===== src/rtl/irq_exc_arbiter.sv =====
// irq_exc_arbiter: synchronises three external interrupt lines and collects
// ID/EXE exception flags, then issues one event at a time to cp0 (cause,
// interrupt level, return address). It tracks nested in-service levels on a
// small stack: push when an event is taken, pop on ERET. A new event is only
// issued once cp0 has acknowledged the previous one, or the ack wait times out.
//
// The in-service level register is the top of the level stack. The memory
// below it holds the STACK_DEPTH-1 saved levels beneath the current one.
module irq_exc_arbiter #(
    parameter int SYNC_STAGES = 2,
    parameter int STACK_DEPTH = 4,
    parameter int ACK_TIMEOUT = 8
) (
    input  logic        clk,
    input  logic        rst,
    input  logic [2:0]  irq_in,
    input  logic [2:0]  irq_mask,
    input  logic        exc_undef,
    input  logic        exc_ovf,
    input  logic        exc_range,
    input  logic [31:0] exc_pc,
    input  logic [31:0] int_ret_pc,
    input  logic        ack,
    input  logic        eret,
    output logic [2:0]  cause,
    output logic [2:0]  interrupt_level,
    output logic [31:0] except_ret_addr,
    output logic        busy,
    output logic [2:0]  pending,
    output logic        err
);

    typedef enum logic [0:0] {
        ST_IDLE = 1'b0,
        ST_WAIT = 1'b1
    } state_t;

    localparam int MEM_DEPTH = STACK_DEPTH - 1;
    localparam int SP_W      = (STACK_DEPTH > 1) ? $clog2(STACK_DEPTH) : 1;
    localparam int IDX_W     = (MEM_DEPTH > 1) ? $clog2(MEM_DEPTH) : 1;
    localparam int TMR_W     = (ACK_TIMEOUT > 1) ? $clog2(ACK_TIMEOUT) : 1;

    localparam logic [SP_W-1:0]  SP_FULL  = SP_W'(MEM_DEPTH);
    localparam logic [TMR_W-1:0] TMR_LAST = TMR_W'(ACK_TIMEOUT - 1);

    localparam logic [2:0] CAUSE_UNDEF = 3'b001;
    localparam logic [2:0] CAUSE_OVF   = 3'b010;
    localparam logic [2:0] CAUSE_RANGE = 3'b100;
    localparam logic [2:0] EXC_LEVEL   = 3'd3;

    // Interrupt synchroniser and edge detection
    logic [SYNC_STAGES-1:0][2:0] sync_q;
    logic [2:0]                  irq_synced;
    logic [2:0]                  irq_prev_q;
    logic [2:0]                  irq_rise;

    // Pending request latch
    logic [2:0] pend_q;
    logic [2:0] pend_d;
    logic [2:0] pend_clr;

    // Control state
    state_t          state_q, state_d;
    logic [2:0]      cur_q, cur_d;
    logic [SP_W-1:0] sp_q, sp_d;
    logic [TMR_W-1:0] tmr_q, tmr_d;
    logic            err_q, err_d;
    logic [2:0]      cause_q, cause_d;
    logic [31:0]     ret_q, ret_d;

    // Saved-level memory and its write port
    logic [2:0]       stack_mem [MEM_DEPTH];
    logic             push_en;
    logic [IDX_W-1:0] push_idx;
    logic [2:0]       push_val;

    // Intermediate decisions
    logic [2:0]      lvl_pop;
    logic [SP_W-1:0] sp_pop;
    logic [2:0]      exc_code;
    logic            exc_any;
    logic            cand_vld;
    logic [1:0]      cand_idx;
    logic            take;
    logic [2:0]      take_lvl;

    assign irq_synced = sync_q[SYNC_STAGES-1];
    assign irq_rise   = irq_synced & ~irq_prev_q;
    assign pend_d     = (pend_q & ~pend_clr) | irq_rise;
    assign exc_any    = |exc_code;

    // Shift each irq line through the synchroniser and remember the last synced value
    always_ff @(posedge clk) begin
        // NOTE: non-blocking assignments in clocked blocks so every flop samples pre-edge values.
        if (rst) begin
            sync_q     <= '0;
            irq_prev_q <= '0;
        end else begin
            sync_q     <= {sync_q[SYNC_STAGES-2:0], irq_in};
            irq_prev_q <= irq_synced;
        end
    end

    // Exception priority encode: undef beats ovf beats range
    always_comb begin
        // NOTE: every combinational output gets a default first so no path infers a latch.
        exc_code = 3'b000;
        if (exc_undef) begin
            exc_code = CAUSE_UNDEF;
        end else if (exc_ovf) begin
            exc_code = CAUSE_OVF;
        end else if (exc_range) begin
            exc_code = CAUSE_RANGE;
        end
    end

    // Highest enabled pending level strictly above the level now in service
    always_comb begin
        cand_vld = 1'b0;
        cand_idx = 2'd0;
        for (int i = 0; i < 3; i++) begin
            if (pend_q[i] && irq_mask[i] && (3'(i + 1) > cur_q)) begin
                cand_vld = 1'b1;
                cand_idx = 2'(i);
            end
        end
    end

    // Next-state and datapath decisions: ERET pop first, then any event push
    always_comb begin
        state_d  = state_q;
        cur_d    = cur_q;
        sp_d     = sp_q;
        tmr_d    = tmr_q;
        err_d    = err_q;
        cause_d  = 3'b000;
        ret_d    = ret_q;
        pend_clr = 3'b000;
        push_en  = 1'b0;
        push_idx = '0;
        push_val = 3'b000;
        lvl_pop  = cur_q;
        sp_pop   = sp_q;
        take     = 1'b0;
        take_lvl = 3'b000;

        // ERET is honoured in either state; popping an empty stack drops to level 0.
        if (eret) begin
            if (sp_q == '0) begin
                lvl_pop = 3'b000;
                err_d   = 1'b1;
            end else begin
                sp_pop  = sp_q - 1'b1;
                lvl_pop = stack_mem[IDX_W'(sp_q - 1'b1)];
            end
        end
        cur_d = lvl_pop;
        sp_d  = sp_pop;

        case (state_q)
            ST_IDLE: begin
                if (exc_any) begin
                    take     = 1'b1;
                    take_lvl = EXC_LEVEL;
                    cause_d  = exc_code;
                    ret_d    = exc_pc;
                end else if (cand_vld) begin
                    take     = 1'b1;
                    take_lvl = {1'b0, cand_idx} + 3'd1;
                    ret_d    = int_ret_pc;
                    pend_clr[cand_idx] = 1'b1;
                end
                if (take) begin
                    state_d = ST_WAIT;
                    tmr_d   = '0;
                    cur_d   = take_lvl;
                    // A full stack drops the saved level but the new level still takes effect.
                    if (sp_pop == SP_FULL) begin
                        err_d = 1'b1;
                    end else begin
                        push_en  = 1'b1;
                        push_idx = IDX_W'(sp_pop);
                        push_val = lvl_pop;
                        sp_d     = sp_pop + 1'b1;
                    end
                end
            end
            ST_WAIT: begin
                // Exception flags seen here belong to flushed instructions and are ignored.
                if (ack) begin
                    state_d = ST_IDLE;
                end else if (tmr_q == TMR_LAST) begin
                    state_d = ST_IDLE;
                    err_d   = 1'b1;
                end else begin
                    tmr_d = tmr_q + 1'b1;
                end
            end
            default: begin
                state_d = ST_IDLE;
            end
        endcase
    end

    // Control and output registers
    always_ff @(posedge clk) begin
        if (rst) begin
            state_q <= ST_IDLE;
            cur_q   <= 3'b000;
            sp_q    <= '0;
            tmr_q   <= '0;
            err_q   <= 1'b0;
            cause_q <= 3'b000;
            ret_q   <= 32'h0;
            pend_q  <= 3'b000;
        end else begin
            state_q <= state_d;
            cur_q   <= cur_d;
            sp_q    <= sp_d;
            tmr_q   <= tmr_d;
            err_q   <= err_d;
            cause_q <= cause_d;
            ret_q   <= ret_d;
            pend_q  <= pend_d;
        end
    end

    // Saved-level memory write
    always_ff @(posedge clk) begin
        // NOTE: the memory is not reset; the stack pointer reset empties it and nothing reads above it.
        if (push_en) begin
            stack_mem[push_idx] <= push_val;
        end
    end

    assign cause           = cause_q;
    assign interrupt_level = cur_q;
    assign except_ret_addr = ret_q;
    assign busy            = (state_q == ST_WAIT);
    assign pending         = pend_q;
    assign err             = err_q;

endmodule


===== config.mk =====
export PLATFORM = sky130hd
export DESIGN_NAME = irq_exc_arbiter
export DESIGN_NICKNAME = d
export VERILOG_FILES = /design/src/rtl/irq_exc_arbiter.sv
export SDC_FILE = /design/constraint.sdc
export NUM_CORES = 1
export LEC_CHECK = 0
export ABC_AREA = 1
export BUFFER_PORTS_ARGS = -buffer_cell sky130_fd_sc_hd__buf_2
export CAP_MARGIN = 20
export CORE_AREA = 10 10 95 97
export CTS_CLUSTER_DIAMETER = 50
export DETAILED_ROUTE_END_ITERATION = 16
export DIE_AREA = 0 0 105 107
export HOLD_SLACK_MARGIN = 0.08
export PLACE_DENSITY = 0.71
export SYNTH_ARGS = -nofsm -noshare
export SYNTH_HDL_FRONTEND = slang
export SYNTH_SLANG_ARGS = --single-unit
export TNS_END_PERCENT = 50

===== constraint.sdc =====
create_clock -name clk -period 3.95 [get_ports clk]
set_input_delay 0.395 -clock clk [delete_from_list [all_inputs] [get_ports clk]]
set_output_delay 0.395 -clock clk [all_outputs]
set_load 0.02 [all_outputs]

==> metrics.cfg <==
[timing]
setup_viol=0
maxSlewViolCount=0
tightest_slew_ns=0.820
setup_ws_ns=1.49
slew_headroom_pct=45.1
fmax_mhz=406
fin_crit_ns=2.46
rsz0062_at_grt=false
fin_crit_sh_pct=62.3
fin_tns_setup_ns=0
skew_ns=0.0102
finalHoldViolations=0

[cts]
cts_setup_buffers=0
h-tree-depth=3
clockBufferDepth=2
insertion_delay_ns=0.34
clock-sinks=66
cts_resized=0
numCtsBuffers=9
cts_root_buf=clkbuf_8
clk_pin_slew_ns=0.06
cts_tree=yes
ctsHoldBuffers=0

[setup_path]
critPathMaxFanout=38
crit_slowest_cell=nand2_2
slowest_delay_ns=0.47
crit_type=in2reg
critPathLaunchType=primary input
worstPathRequired_ns=4.02
cp_cell_sequence=buf_2, inv_2, nand2_4, nor2_8, inv_2, nand2_2, nand2_2, o21ai_1, nor2_1
cp.arrival_ns=2.53
critPathCaptureType=flop

[detailed_routing]
routed_wl_um=7950
drt_iter0_markers=112
wl_met1_um=3160
firstDrtPassIters=4
routedWlPerCell_um=12.7
drc=0
dr_wl_met2_um=4350
ant_nets=0
vias_per_cell=4.53
highest_layer=met4
dr_wl_met3_um=346
vias=2833

[placement]
place_inst=610
preCtsSetupSlack_ns=1.11
gp_congestion=0.825
io_buffers=119
placed_area_um2=3600
dpl.hpwl_um=6110

[global_routing]
antenna_found_initial=0
track_usage_pct=14.1
first_global_vias=2907
grt_max_degree=39
grt_pass1_wl_um=13100
overflow=0

[cells_and_area]
area_growth_pct=26.0
antenna_cells=0
final_common_cell=nand2_1
fin_cells=626
layout-drive-gt1-share_pct=30.4
layout.nets=604
final_cell_mix=122 x nand2_1, 119 x buf_2, 77 x nor2_1
final_cell_area_um2=3760

[run]
drv_cap=0

[synth]
syn_inst=410
ys_seq_area_share_pct=47.2
synth_ff_type=dfxtp_1
yosysWarnings=0
ys_async_sr_fraction_pct=0
syn_area_um2=2990
synth_edf_count=9
avgSynthCellArea_um2=7.29
synth.net_count=492
ys_types=33
ys_ff_latch=66

[pwr]
powerDensity_nw_per_um2=423
finalPower_mw=1.59
power_leakage_nw=2.02
ir_drop_mv=0.231

[floorplan]
io_pins=120
dieArea_um2=11200
rows=31
core_um2=7140
start_util_pct=41.9
die-width_um=105
fp.dieH_um=107

[run_status]
outcome=finished, final reports clean

[min_path]
hold_path_class=in2reg

## cell type report
cell class / count / area, um2
Sequential cell: 66 / 1410
Clock inverter: 3 / 15.0
Multi-Input combinational cell: 294 / 1350
Inverter: 32 / 120
Clock buffer: 13 / 149
Fill cell: 765 / 3370
Tap cell: 99 / 124
Timing Repair Buffer: 119 / 596
## synthesized netlist by cell type (2+ instances only)
cell | instances | share of area (%)
o21ai_0 | 37 | 6.2
nor2_2 | 11 | 2.3
buf_1 | 2 | 0.25
o21ai_1 | 5 | 0.84
ha_1 | 5 | 2.1
buf_2 | 8 | 1.3
nand4_1 | 5 | 1.0
nand3_1 | 3 | 0.50
nor3_1 | 2 | 0.34
nand2_2 | 4 | 0.84
buf_4 | 2 | 0.50
nor2_1 | 77 | 9.7
nand3_2 | 2 | 0.67
edfxtp_1 | 9 | 9.0
clkbuf_1 | 3 | 0.38
nand2_1 | 122 | 15
a21oi_1 | 8 | 1.3
dfxtp_1 | 57 | 38
o22ai_1 | 2 | 0.42
inv_2 | 7 | 0.88
buf_6 | 3 | 1.1
inv_1 | 25 | 3.1
## per-layer routing
layer / vias up / track usage [%]
met5: - / 0
met2: 47 / 26.4
met1: 1263 / 14.6
met3: 8 / 4.31
li1: 1515 / -
met4: 0 / 4.51
## critical path, delay by kind of cell
family / cells / cell delay [ns]
AND/OR/NAND/NOR: 5 / 1.20
AO/OA/AOI/OAI: 1 / 0.35
buffers and inverters: 3 / 0.56
## through the flow
step	hold slack, ns	util (%)
6_report	0.257	52.7
5_1_grt	0.251	52.7
4_1_cts	0.247	52.7
3_5_place_dp	0.392	50.4
3_3_place_gp	0.389	50.4
2_1_floorplan	0.388	-
## registers in the layout (all words and copies together), names as in the netlist, 3 cells and up
register / flops
pending: 3
except_ret_addr: 32
tmr_q: 3
cause: 3
irq_prev_q: 3
sync_q: 3
interrupt_level: 3
stack_mem: 9
irq_synced: 3
## power by group
group	internal [mW]	switching (mW)
clock	0.242	0.234
combinational	0.120	0.220
sequential	0.745	0.0322
## final timing paths
check / from / to / slack [ns] / cells past startpoint
worst max-delay path: exc_undef / stack_mem[0][0]$_DFFE_PP_ / 1.49 / 9
worst min-delay path: irq_in[0] / sync_q[0]$_SDFF_PP0_ / 0.26 / 3
worst max register to register: interrupt_level[0]$_SDFF_PP0_ / stack_mem[2][2]$_DFFE_PP_ / 1.80 / 7
worst min register to register: sync_q[0]$_SDFF_PP0_ / irq_synced[0]$_SDFF_PP0_ / 0.40 / 2
## cells by family (layout without fill, tap and decap cells)
group | count (synthesis) | in the layout | synth area share (%)
fa+ha+maj | 5 | 5 | 2.09
flops | 66 | 66 | 47.2
buf+inv | 50 | 167 | 7.62
compound gates | 58 | 58 | 10.3
simple gates | 231 | 231 | 32.7
Power figures use the tool's default switching activity.
